$ cat config.mk
export PLATFORM = sky130hd
export DESIGN_NAME = mrd_fsm_ctrl
export DESIGN_NICKNAME = d
export VERILOG_FILES = /design/src/rtl/mrd_mem_pkt.sv /design/src/rtl/mrd_wdog.sv /design/src/rtl/mrd_fsm_ctrl.sv
export SDC_FILE = /design/constraint.sdc
export NUM_CORES = 1
export LEC_CHECK = 0
export BUFFER_PORTS_ARGS = -buffer_cell sky130_fd_sc_hd__buf_2
export CELL_PAD_IN_SITES_DETAIL_PLACEMENT = 1
export CELL_PAD_IN_SITES_GLOBAL_PLACEMENT = 1
export CORE_UTILIZATION = 45
export CTS_CLUSTER_DIAMETER = 150
export DETAILED_ROUTE_END_ITERATION = 8
export GPL_TIMING_DRIVEN = 0
export PLACE_DENSITY = 0.89
export SYNTH_ARGS = -nofsm -noshare
export SYNTH_HDL_FRONTEND = slang
export SYNTH_SLANG_ARGS = --single-unit
$ cat constraint.sdc
create_clock -name clk -period 2.55 [get_ports clk]
set_input_delay 0.3825 -clock clk [delete_from_list [all_inputs] [get_ports clk]]
set_output_delay 0.3825 -clock clk [all_outputs]
set_load 0.02 [all_outputs]
$ cat src/rtl/mrd_mem_pkt.sv
// Shared state codes, sizing constants and the stage-count clamp used by the
// mixed-radix memory controller FSM and its optional watchdog.
package mrd_mem_pkt;

    localparam int CNT_W   = 12;
    localparam int STG_MAX = 6;

    typedef enum logic [2:0] {
        ST_IDLE    = 3'd0,
        ST_SINK    = 3'd1,
        ST_WAIT_RD = 3'd2,
        ST_RD      = 3'd3,
        ST_WAIT_WR = 3'd4,
        ST_SOURCE  = 3'd5
    } fsm_state_t;

    // A stage count of zero still needs one pass; anything above the maximum saturates.
    function automatic logic [2:0] clamp_stages(input logic [2:0] raw);
        logic [2:0] res;
        res = raw;
        if (raw == 3'd0) begin
            res = 3'd1;
        end else if (raw > 3'(STG_MAX)) begin
            res = 3'(STG_MAX);
        end
        return res;
    endfunction

endpackage

$ cat src/rtl/mrd_wdog.sv
// Watchdog counter for mrd_fsm_ctrl: counts stalled cycles while enabled and
// flags expiry at WDOG_CYC. Only instantiated when MRD_FSM_CTRL_WDOG_EN is set.
module mrd_wdog
    import mrd_mem_pkt::*;
#(
    parameter int WDOG_CYC = 4095
) (
    input  logic clk,
    input  logic rst_n,
    input  logic clear,
    input  logic count_en,
    output logic expired
);

    localparam logic [CNT_W-1:0] LIMIT = CNT_W'(WDOG_CYC);

    logic [CNT_W-1:0] cnt_reg;
    logic [CNT_W-1:0] cnt_next;

    // Saturate at the limit so a held-off clear can never wrap past expiry.
    always_comb begin
        cnt_next = cnt_reg;
        if (clear) begin
            cnt_next = '0;
        end else if (count_en && (cnt_reg != LIMIT)) begin
            cnt_next = cnt_reg + 1'b1;
        end
    end

    always_ff @(posedge clk or negedge rst_n) begin
        if (!rst_n) begin
            cnt_reg <= '0;
        end else begin
            cnt_reg <= cnt_next;
        end
    end

    assign expired = count_en && (cnt_reg == LIMIT);

endmodule

$ cat src/rtl/mrd_fsm_ctrl.sv
// Frame-level sequencer for the mixed-radix memory: sink, per-stage read/write
// passes, then source. Optional watchdog enabled by macro MRD_FSM_CTRL_WDOG_EN.
module mrd_fsm_ctrl
    import mrd_mem_pkt::*;
#(
    parameter int WAIT_RD_CYC = 8,
    parameter int WDOG_CYC    = 4095
) (
    input  logic        clk,
    input  logic        rst_n,
    input  logic        sink_valid,
    input  logic        sink_sop,
    input  logic        sink_eop,
    input  logic [11:0] dftpts,
    input  logic [2:0]  num_stages,
    input  logic        rd_stage_done,
    input  logic        wr_stage_done,
    input  logic        source_end,
    output logic [2:0]  fsm,
    output logic [2:0]  fsm_r,
    output logic        fsm_lastRd_source,
    output logic [2:0]  stage_idx,
    output logic        sink_ready,
    output logic        err_len,
    output logic        err_timeout
);

    fsm_state_t       fsm_reg, fsm_next;
    logic [2:0]       fsm_r_reg;
    logic [2:0]       stage_reg, stage_next;
    logic [2:0]       nstg_reg, nstg_next;
    logic [CNT_W-1:0] dft_reg, dft_next;
    logic [CNT_W-1:0] smp_reg, smp_next;
    logic [CNT_W-1:0] wait_reg, wait_next;
    logic             err_len_reg, err_len_next;
    logic             err_to_reg;
    logic             sink_ready_reg;
    logic             source_reg;
    logic             pulse_used;
    logic             wdog_expired;

    always_comb begin
        fsm_next     = fsm_reg;
        stage_next   = stage_reg;
        nstg_next    = nstg_reg;
        dft_next     = dft_reg;
        smp_next     = smp_reg;
        wait_next    = '0;
        err_len_next = 1'b0;
        pulse_used   = 1'b0;
        if (wdog_expired) begin
            fsm_next = ST_IDLE;
        end else begin
            case (fsm_reg)
                ST_IDLE: begin
                    if (sink_valid && sink_sop) begin
                        fsm_next   = ST_SINK;
                        dft_next   = dftpts;
                        nstg_next  = clamp_stages(num_stages);
                        smp_next   = CNT_W'(1);
                        stage_next = 3'd0;
                    end
                end
                ST_SINK: begin
                    // A fresh sop inside a frame restarts it and flags the truncated one.
                    if (sink_valid && sink_sop) begin
                        dft_next     = dftpts;
                        nstg_next    = clamp_stages(num_stages);
                        smp_next     = CNT_W'(1);
                        stage_next   = 3'd0;
                        err_len_next = 1'b1;
                    end else if (sink_valid && sink_eop) begin
                        if (CNT_W'(smp_reg + 1'b1) == dft_reg) begin
                            fsm_next = ST_WAIT_RD;
                        end else begin
                            fsm_next     = ST_IDLE;
                            err_len_next = 1'b1;
                        end
                    end else if (sink_valid) begin
                        smp_next = smp_reg + 1'b1;
                    end
                end
                ST_WAIT_RD: begin
                    if (wait_reg == CNT_W'(WAIT_RD_CYC - 1)) begin
                        fsm_next = (stage_reg == nstg_reg - 3'd1) ? ST_SOURCE : ST_RD;
                    end else begin
                        wait_next = wait_reg + 1'b1;
                    end
                end
                ST_RD: begin
                    if (rd_stage_done && wr_stage_done) begin
                        fsm_next   = ST_WAIT_RD;
                        stage_next = stage_reg + 3'd1;
                        pulse_used = 1'b1;
                    end else if (rd_stage_done) begin
                        fsm_next   = ST_WAIT_WR;
                        pulse_used = 1'b1;
                    end
                end
                ST_WAIT_WR: begin
                    if (wr_stage_done) begin
                        fsm_next   = ST_WAIT_RD;
                        stage_next = stage_reg + 3'd1;
                        pulse_used = 1'b1;
                    end
                end
                ST_SOURCE: begin
                    if (source_end) begin
                        fsm_next   = ST_IDLE;
                        pulse_used = 1'b1;
                    end
                end
                default: fsm_next = ST_IDLE;
            endcase
        end
    end

    always_ff @(posedge clk or negedge rst_n) begin
        if (!rst_n) begin
            fsm_reg        <= ST_IDLE;
            fsm_r_reg      <= 3'd0;
            stage_reg      <= 3'd0;
            nstg_reg       <= 3'd1;
            dft_reg        <= '0;
            smp_reg        <= '0;
            wait_reg       <= '0;
            err_len_reg    <= 1'b0;
            err_to_reg     <= 1'b0;
            sink_ready_reg <= 1'b1;
            source_reg     <= 1'b0;
        end else begin
            fsm_reg        <= fsm_next;
            fsm_r_reg      <= fsm_reg;
            stage_reg      <= stage_next;
            nstg_reg       <= nstg_next;
            dft_reg        <= dft_next;
            smp_reg        <= smp_next;
            wait_reg       <= wait_next;
            err_len_reg    <= err_len_next;
            err_to_reg     <= wdog_expired;
            sink_ready_reg <= (fsm_next == ST_IDLE) || (fsm_next == ST_SINK);
            source_reg     <= (fsm_next == ST_SOURCE);
        end
    end

`ifdef MRD_FSM_CTRL_WDOG_EN
    logic wdog_clear;
    logic wdog_en;

    // Any progress (state change or consumed done pulse) restarts the stall count.
    assign wdog_clear = (fsm_next != fsm_reg) || pulse_used;
    assign wdog_en    = (fsm_reg == ST_RD) || (fsm_reg == ST_WAIT_WR) || (fsm_reg == ST_SOURCE);

    mrd_wdog #(
        .WDOG_CYC (WDOG_CYC)
    ) u_wdog (
        .clk      (clk),
        .rst_n    (rst_n),
        .clear    (wdog_clear),
        .count_en (wdog_en),
        .expired  (wdog_expired)
    );
`else
    logic wdog_unused;

    assign wdog_expired = 1'b0;
    assign wdog_unused  = ^{pulse_used, CNT_W'(WDOG_CYC)};
`endif

    assign fsm               = fsm_reg;
    assign fsm_r             = fsm_r_reg;
    assign stage_idx         = stage_reg;
    assign fsm_lastRd_source = source_reg;
    assign sink_ready        = sink_ready_reg;
    assign err_len           = err_len_reg;
    assign err_timeout       = err_to_reg;

endmodule

==> impl_metrics.csv <==
group,metric,value,unit
logic_synthesis,synth_top_area_cell,"dfrtp_1",
routing,vias_per_cell,5.587,
pwr,p_per_area,833.8,mW/mm^2
critical_path,ff2ff_setup_slack,270,ps
timing,finalHoldViolCount,0,
cells_and_area,fillers,710,
timing,clock.fmax,437.8,MHz
cells_and_area,register_area,0.001279,sq mm
critical_path,end_kind,"flip-flop",
pwr,p_leak,1.416,nW
logic_synthesis,synth-async-reset-ratio,1.000,
routing,num_vias,2218,
global_routing,overflow,0,
logic_synthesis,synth-main-ff-cell,"dfrtp_1",
cells_and_area,syn2layout_area_growth,13.59,%
worst_hold_path,hp-class,"input port to asynchronous set/reset pin",
cells_and_area,multiInputGateArea,0.001403,sq mm
status,status,"completed",
placed_design,dp_cells,389,
clock_network,cts_resized,0,
timing,slew_violations,0,
logic_synthesis,synth_compound_area_frac,0.1291,
global_routing,grt_pass1_wl,11.26,mm
routing,post_drt_wl_per_cell,16.68,microns
timing,rsz0062_at_grt,"false",
timing,fin_crit,2284,ps
logic_synthesis,postSynthCellCount,280,
critical_path,worstReg2RegStart,"smp_reg[0]",
global_routing,grt_use_total,0.2285,
logic_synthesis,synth_top_family_by_area,"simple AND/OR/NAND/NOR gates",
floorplan,dieArea,0.006476,sq mm
floorplan,start_util,0.4681,
global_routing,grt_max_degree,52,
cells_and_area,mostFrequentLayoutCell,"dfrtp_1",
critical_path,path_class,"flip-flop to flip-flop",
critical_path,r2r_cells,7,
routing,drt_first_pass_iters,4,
cells_and_area,final_cells,397,
critical_path,critPathArrivalTime,2500,ps
timing,slew_headroom,0.2406,
routing,drc,0,
floorplan,fp.dieH,80.48,microns
clock_network,cts_buffer_depth,2,
logic_synthesis,synth_top_area_frac,0.4424,
timing,setup-violations-final,0,
critical_path,crit_family,"simple AND/OR/NAND/NOR gates",
logic_synthesis,avgSynthCellArea,9.898,sq um
critical_path,max_stage_delay,510,ps
logic_synthesis,yosysSeqAreaShare,0.4614,
critical_path,critical_path_required,2770,ps
routing,postRouteAntennaNets,0,
floorplan,core_area,0.005921,sq mm
routing,drtIter0Drc,100,
critical_path,crit_buf_inv,0,
floorplan,die_width,80.48,microns
clock_network,cts_buffers,5,
logic_synthesis,synth_warnings,0,
pwr,ir_drop,425.7,uV
clock_network,cts_hold_buf,0,
timing,timing.setup.tns,0,ps
global_routing,grt_antenna_before_repair,0,
clock_network,clock_latency,320,ps
timing,worstMarginPinSlew,1139,ps
clock_network,htreeDepth,2,
placed_design,hpwlAfterDp,4.820,mm
clock_network,clockRootBuffer,"clkbuf_8",
clock_network,clk_pin_slew,100,ps
critical_path,reg2reg_to,"err_len",
logic_synthesis,synth_xor_area_frac,0.09165,
timing,fin_worst_skew,10.79,ps
critical_path,path_cells,"ha_1, nand3_1, mux2_2, o211ai_1, nor4_2, a41oi_1, o211a_1",
critical_path,startpoint_type,"flip-flop",
clock_network,cts_post_setup_buffers_inserted,0,
job,max-cap-violations,0,
placed_design,port_buffers,34,
cells_and_area,nNetsFinal,349,
timing,min_period_over_period,0.8957,
logic_synthesis,synth_area,0.002771,sq mm
floorplan,rows,28,
critical_path,crit_slowest_cell,"dfrtp_1",
critical_path,cp_max_fo,8,
logic_synthesis,synth_simple_gate_area_frac,0.2045,
clock_network,cts_tree,"done",
clock_network,cts.sinks,51,
floorplan,io_pins,36,
routing,drt-total-wl,6.621,mm
logic_synthesis,synth_seq_cells,51,
logic_synthesis,muxShareOfSynthArea,0.05688,
cells_and_area,drive_gt1_frac,0.2112,
logic_synthesis,synth_edf_count,0,
cells_and_area,n_antenna_cell,0,
cells_and_area,final_cell_mix,"49 x dfrtp_1, 34 x buf_2, 29 x nor2_1",
global_routing,grt_pass1_vias,2356,
logic_synthesis,syn-num-nets,308,
logic_synthesis,netlist_top_cells_area,"dfrtp_1 44%, mux2_2 5.7%, xnor2_1 5.7%",
logic_synthesis,synth_fa_ha_area_frac,0.02257,
placed_design,gp_congestion,0.8312,
logic_synthesis,synth.distinct_cells,51,
==> where the power goes <==
part	switching [mW]	total [mW]	leakage, nW	internal [mW]
clock network	0.284	0.577	0.0581	0.293
logic	0.508	0.914	0.693	0.406
registers	0.152	1.13	0.665	0.982
==> worst reg2reg max path, stage by stage, from the launching register on <==
cell	delay [ps]
dfrtp_1	510
ha_1	360
nand3_1	200
mux2_2	260
o211ai_1	120
nor4_2	350
a41oi_1	170
o211a_1	230
==> synthesized netlist by cell type (all sizes together), types with 2 or more instances <==
master	n
dfrtp	49
nor2	29
nand2	25
o21ai	24
xnor2	18
mux2	14
nand3	14
xor2	11
and3	8
clkbuf	8
inv	6
a21oi	5
ha	5
nor2b	5
nor3	5
buf	4
nand2b	4
o31ai	4
a21o	3
nand4	3
nor4	3
a22o	2
a32oi	2
and2	2
and4	2
dfstp	2
o211a	2
o211ai	2
o22ai	2
or3	2
==> worst max-delay path by stage <==
stage | slack, ps | cells after the start | startpoint | to
2_1_floorplan | 610 | 7 | smp_reg[0] | err_len
6_report | 270 | 7 | smp_reg[0] | err_len
3_5_place_dp | 280 | 7 | smp_reg[0] | err_len
5_1_grt | 100 | 4 | fsm[1] | dft_reg[6]
4_1_cts | 260 | 4 | fsm[1] | dft_reg[9]
3_3_place_gp | 310 | 7 | smp_reg[0] | err_len
==> cell type report <==
class / count / share of cell area
buffer: 12 / 0.02146
clock buffer: 5 / 0.02186
clock inverter: 3 / 0.01391
inverter: 6 / 0.007154
multi-input combinational: 211 / 0.4455
sequential: 51 / 0.4062
tap: 75 / 0.02981
timing repair buffer: 34 / 0.05405
==> through the flow <==
stage	hold slack (ps)	power (mW)	util	worst slack, ps	instance area, sq um
global placement	380.3	2.003	0.5127	314.5	3035
detailed placement	405.6	2.066	0.5127	278.2	3035
CTS	284.8	2.662	0.5317	256.3	3148
global route	284.5	2.801	0.5317	103.6	3148
floorplan	86.91	1.788	-	614.1	2771
finish	290.7	2.625	0.5317	266.0	3148
==> metal layers <==
metal / vias to the layer above / wire, microns / global-route usage / share of wire
met2: 39 / 3363 / 0.3992 / 0.51
met5: - / 0 / 0 / 0
li1: 1060 / - / - / -
met1: 1108 / 2903 / 0.2772 / 0.44
met4: 0 / 115 / 0.07857 / 0.017
met3: 11 / 238 / 0.04659 / 0.036
==> cells by family after synthesis <==
group	Yosys count
simple gates	107
flops	51
other cells	1
xor+xnor	29
mux	14
buf+inv	18
compound gates	55
fa+ha+maj	5
Power figures use the tool's default switching activity.
